<file path="src/rtl/traffic_light_ctrl.sv">
// Three-phase traffic light sequencer (RED -> GREEN -> YELLOW) advanced by upstream timer ticks.
// Pedestrian request logic is compiled only when TRAFFIC_LIGHT_CTRL_PED_REQ_EN is defined.
module traffic_light_ctrl #(
  parameter int GREEN_TICKS  = 8,
  parameter int YELLOW_TICKS = 2,
  parameter int RED_TICKS    = 6,
  parameter int GREEN_MIN    = 2,
  parameter int CNT_W        = 4
) (
  input  logic clk,
  input  logic rst,
  input  logic tick,
  input  logic ped_req,
  output logic red,
  output logic yellow,
  output logic green,
  output logic phase_end,
  output logic ped_ack
);

  localparam int MAX_TICKS =
    (GREEN_TICKS > YELLOW_TICKS) ?
      ((GREEN_TICKS > RED_TICKS) ? GREEN_TICKS : RED_TICKS) :
      ((YELLOW_TICKS > RED_TICKS) ? YELLOW_TICKS : RED_TICKS);

  if (GREEN_TICKS < 1 || YELLOW_TICKS < 1 || RED_TICKS < 1) begin : g_bad_ticks
    $error("traffic_light_ctrl: all phase lengths must be at least 1 tick");
  end
  if (GREEN_MIN < 1 || GREEN_MIN > GREEN_TICKS) begin : g_bad_min
    $error("traffic_light_ctrl: GREEN_MIN must lie in 1..GREEN_TICKS");
  end
  if ((2 ** CNT_W) <= MAX_TICKS) begin : g_bad_width
    $error("traffic_light_ctrl: CNT_W too narrow for the longest phase");
  end

  localparam logic [CNT_W-1:0] RED_LAST    = CNT_W'(RED_TICKS - 1);
  localparam logic [CNT_W-1:0] GREEN_LAST  = CNT_W'(GREEN_TICKS - 1);
  localparam logic [CNT_W-1:0] YELLOW_LAST = CNT_W'(YELLOW_TICKS - 1);

  typedef enum logic [1:0] {
    RED,
    GREEN,
    YELLOW
  } state_t;

  state_t           state_q, state_d;
  logic [CNT_W-1:0] cnt_q, cnt_d;
  logic             last;
  logic             advance;

`ifdef TRAFFIC_LIGHT_CTRL_PED_REQ_EN
  localparam logic [CNT_W-1:0] GREEN_MIN_LAST = CNT_W'(GREEN_MIN - 1);

  logic pend_q, pend_d;
  logic ack_d;
`endif

  always_comb begin
    state_d = state_q;
    cnt_d   = cnt_q;
    last    = 1'b0;
    advance = 1'b0;
`ifdef TRAFFIC_LIGHT_CTRL_PED_REQ_EN
    pend_d  = pend_q;
    ack_d   = 1'b0;
`endif

    case (state_q)
      RED:    last = (cnt_q == RED_LAST);
      GREEN: begin
        last = (cnt_q == GREEN_LAST);
`ifdef TRAFFIC_LIGHT_CTRL_PED_REQ_EN
        // A served-later request may cut green short once the minimum has elapsed.
        if (pend_q && cnt_q >= GREEN_MIN_LAST) last = 1'b1;
`endif
      end
      YELLOW: last = (cnt_q == YELLOW_LAST);
      default: last = 1'b1;
    endcase

    if (tick) begin
      if (last) begin
        advance = 1'b1;
        cnt_d   = '0;
        case (state_q)
          RED:     state_d = GREEN;
          GREEN:   state_d = YELLOW;
          default: state_d = RED;
        endcase
      end else begin
        cnt_d = cnt_q + 1'b1;
      end
    end

`ifdef TRAFFIC_LIGHT_CTRL_PED_REQ_EN
    if (advance && state_q == YELLOW && pend_q) begin
      ack_d  = 1'b1;
      pend_d = 1'b0;
    end else if (ped_req && !pend_q && state_q != RED) begin
      pend_d = 1'b1;
    end
`endif
  end

  always_ff @(posedge clk) begin
    if (rst) begin
      state_q   <= RED;
      cnt_q     <= '0;
      red       <= 1'b1;
      yellow    <= 1'b0;
      green     <= 1'b0;
      phase_end <= 1'b0;
    end else begin
      state_q   <= state_d;
      cnt_q     <= cnt_d;
      red       <= (state_d == RED);
      yellow    <= (state_d == YELLOW);
      green     <= (state_d == GREEN);
      phase_end <= advance;
    end
  end

`ifdef TRAFFIC_LIGHT_CTRL_PED_REQ_EN
  always_ff @(posedge clk) begin
    if (rst) begin
      pend_q  <= 1'b0;
      ped_ack <= 1'b0;
    end else begin
      pend_q  <= pend_d;
      ped_ack <= ack_d;
    end
  end
`else
  logic ped_req_unused;
  assign ped_req_unused = ped_req;
  assign ped_ack        = 1'b0;
`endif

endmodule

</file>
<file path="config.mk">
export PLATFORM = sky130hd
export DESIGN_NAME = traffic_light_ctrl
export DESIGN_NICKNAME = d
export VERILOG_FILES = /design/src/rtl/traffic_light_ctrl.sv
export SDC_FILE = /design/constraint.sdc
export NUM_CORES = 1
export LEC_CHECK = 0
export BUFFER_PORTS_ARGS = -buffer_cell sky130_fd_sc_hd__buf_2
export CAP_MARGIN = 20
export CORE_AREA = 2 2 39 41
export CTS_CLUSTER_SIZE = 40
export DETAILED_ROUTE_END_ITERATION = 10
export DIE_AREA = 0 0 41 43
export MAX_ROUTING_LAYER = met4
export REMOVE_ABC_BUFFERS = 1
export SLEW_MARGIN = 40
export SYNTH_ARGS = -nofsm -noshare
export SYNTH_HDL_FRONTEND = slang
export SYNTH_SLANG_ARGS = --single-unit
</file>
<file path="constraint.sdc">
create_clock -name clk -period 3.5 [get_ports clk]
set_input_delay 0.35 -clock clk [delete_from_list [all_inputs] [get_ports clk]]
set_output_delay 0.35 -clock clk [all_outputs]
set_load 0.02 [all_outputs]
</file>
==> results.txt <==
The flow ran to the end, and the final reports show no timing, DRC or antenna violations. The first-pass GRT wire length came out at 1480 um. Counting I/O delays and the setup requirement, the final critical path takes 1.47 ns. The congestion estimate from routability-driven global placement came to 0.751. Count of buffers added by post-CTS timing repair for setup: 0.

Setup repair after global routing left no endpoint under its margin. The pre-CTS worst setup slack came out at 2.05 ns. Once routing completed, OpenROAD measured the worst setup slack at 2.03 ns.

On the final layout, the worst clock skew is 0.00207 ns. The slack of the worst reg-to-reg path is 2.03 ns, and the post-synthesis instance area is 561 um2. Prevailing post-synth register cell: dfxtp_1. Count of flip-flops with a built-in enable after synthesis: 0.

The synthesized design contains 10 register bits. In this run the remaining antenna-violating nets after routing total 0. Kind of start point of the critical path: a flop. The max-slew violation count is 0. Path class of the lowest-slack min-delay path: input pin to flop. Setup violations remaining at the end of the flow were counted as 0.

After routing, the total negative slack on setup checks comes to 0 ns. The worst path uses 41.9% of the clock period. For this design, the CTS-stage hold fixing added 0 buffers. Post-synthesis instance total: 60. The number of global-route vias before repair came out at 353. In this run the count of I/O pins placed on the die edge is 9. The synthesized netlist contains 32 unique library cells.

Counting the buffers created by CTS gives 3. Sequential elements use 35.7% of the synthesized area. The total clock sinks was 10; the count of unresolved DRC violations after routing was 0.

The tools report the hold path endpoint as cnt_q[1]$_SDFFE_PP0P_. The x dimension of the die works out to 41 um. The routed wirelength normalized by instance count is 10.9 um, and the critical path data required time is 3.66 ns. The overall overflow remaining after global route is 0. The tools report the critical hold path startpoint as rst. The worst register-to-register path has a depth of 4. For the data arrival at the endpoint of the critical path, the log shows 1.62 ns.

For the total via count in the routed design, the log shows 407. The critical path in this run is classified as flop to flop. Count of final hold-check violations: 0. Global routing used 12.9% of the available tracks. Max-cap violations in this run came to 0. Endpoint of the most critical register-to-register path: red$_SDFF_PP1_. Excluding fillers, the count of instances in the completed layout stands at 80. The async set-reset flop share out of synthesis works out to 0%. The fraction of final layout cells with drive strength greater than 1 is 26.6%, and the vertical die dimension is 43 um. For this design the static power due to leakage is 0.229 nW. In the layout the commonest cells are dfxtp_1, nor2_1, buf_2.

The tools report the deepest level of the CTS H-tree as 1. In this run, the number of DRC markers left after iteration 0 of detailed routing was 5. In this run the cell area measured after placement is 568 um2. Port buffering added 6 buffers.

The logs give 0 for the final antenna diode count and 583 um for the post-DP HPWL. The clock insertion delay at the later pin of the skew report was 0.26 ns; the register clock-pin slew on the reported worst setup and hold paths was 0.07 ns. The initial antenna violation count was 0; the number of optimization iterations in the first detailed-route pass was 4. The region available for standard cell placement spans 1380 um2. The worst hold path was traced through 2 stages.

The library cell used most frequently in the layout, excluding fill and tap cells, is dfxtp_1. In the routed layout, each cell is associated on average with a via count of 5.09. TritonCTS built the clock tree. The number of gates resized after CTS was 0. The initial utilization of the core area, before any placement, comes to 40.5%.

The row count was 14; the areal power density over the cells was 403 nW/um2. Entering global routing, the biggest net connects 13 pins. In this run the mean area of a mapped cell was 9.34 um2. The highest achievable clock rate was 681 MHz; the critical-path maximum fanout was 12.

In this run the critical register-to-register path is launched from state_q[1]$_SDFF_PP0_. For this block, the routed nets add up to 873 um of wire. The number of buffers on the longest clock path is 2. The final layout contains 70 nets.

The cell chosen for the clock root was clkbuf_4. The floorplan step defined a die boundary enclosing 1760 um2. Relative to the synthesized area, the layout overhead comes to 7.81%. The peak supply drop is 0.000152 V. The tools report the final standard cell area without fillers as 604 um2. The logs give 0 for the total number of yosys warnings and 76 for the post-placement cell count. The tools report the critical path endpoint category as a flop.
-- per-layer routing --
layer  GRT usage, %  part of all wire (%)  up-vias
met5              -                     0        -
li1               -                     -      216
met2           15.6                    45        4
met1           17.5                    51      185
met3           1.57                   1.8        2
met4           12.0                   1.6        0
-- per-stage QoR --
| stage | hold slack [ns] | power [W] | util [%] |
|---|---|---|---|
| after floorplan | 0.419 | 0.000135 | - |
| after global placement | 0.544 | 0.000141 | 41.0 |
| after detailed placement | 0.547 | 0.000141 | 41.0 |
| after CTS | 0.369 | 0.000248 | 43.7 |
| after global routing | 0.405 | 0.000258 | 43.7 |
| final | 0.383 | 0.000243 | 43.7 |
-- critical path, stage by stage, from the launching register on --
cell and delay (ns):
dfxtp_1 0.55, a21oi_1 0.12, nor2_1 0.23, nor3_4 0.11
a221o_1 0.35
-- worst max path at each step --
stage          cells past startpoint             startpoint              to  slack, ns
6_report                           4  state_q[1]$_SDFF_PP0_  red$_SDFF_PP1_       2.03
5_1_grt                            4  state_q[1]$_SDFF_PP0_  red$_SDFF_PP1_       1.87
4_1_cts                            4  state_q[1]$_SDFF_PP0_  red$_SDFF_PP1_       2.04
3_5_place_dp                       4  state_q[1]$_SDFF_PP0_  red$_SDFF_PP1_       2.05
3_3_place_gp                       4  state_q[1]$_SDFF_PP0_  red$_SDFF_PP1_       2.06
2_1_floorplan                      4  state_q[1]$_SDFF_PP0_  red$_SDFF_PP1_       2.17
-- cell families after synthesis --
kind of cell	after synthesis	share of synthesized area, %
AO/OA/AOI/OAI	8	11.6
flip-flops	10	35.7
multiplexers	5	8.93
buffers and inverters	6	7.59
other	1	0.669
XOR/XNOR	1	1.56
AND/OR/NAND/NOR	28	31.7
adder cells (fa/ha/maj)	1	2.23
-- flip-flops by register name (all words and copies together), names as in the netlist --
register,cells
cnt_q,4
green,1
phase_end,1
red,1
state_q,2
yellow,1
-- synth_stat cells (2+ instances only) --
| library cell | number | area share, % |
|---|---|---|
| nand4_1 | 2 | 2.2 |
| nand2_1 | 3 | 2.0 |
| dfxtp_1 | 10 | 36 |
| mux2i_1 | 5 | 8.9 |
| nand2b_1 | 4 | 4.5 |
| buf_4 | 3 | 4.0 |
| nor2_1 | 6 | 4.0 |
| a21oi_1 | 3 | 2.7 |
-- report_power, final --
part | total, W | leakage [nW] | switching, W | internal [W]
Combinational | 0.0000187 | 0.127 | 0.0000109 | 0.00000783
Sequential | 0.000120 | 0.0810 | 0.00000403 | 0.000116
Clock | 0.000104 | 0.0210 | 0.0000413 | 0.0000632
-- cell type report --
type | count | area (um2)
repair buffers | 6 | 30.0
flip-flops and latches | 10 | 200
well taps | 16 | 20.0
multi-input cells | 44 | 318
clock buffers | 4 | 36.3
fillers | 133 | 779
(Power assumes the default switching activity.)
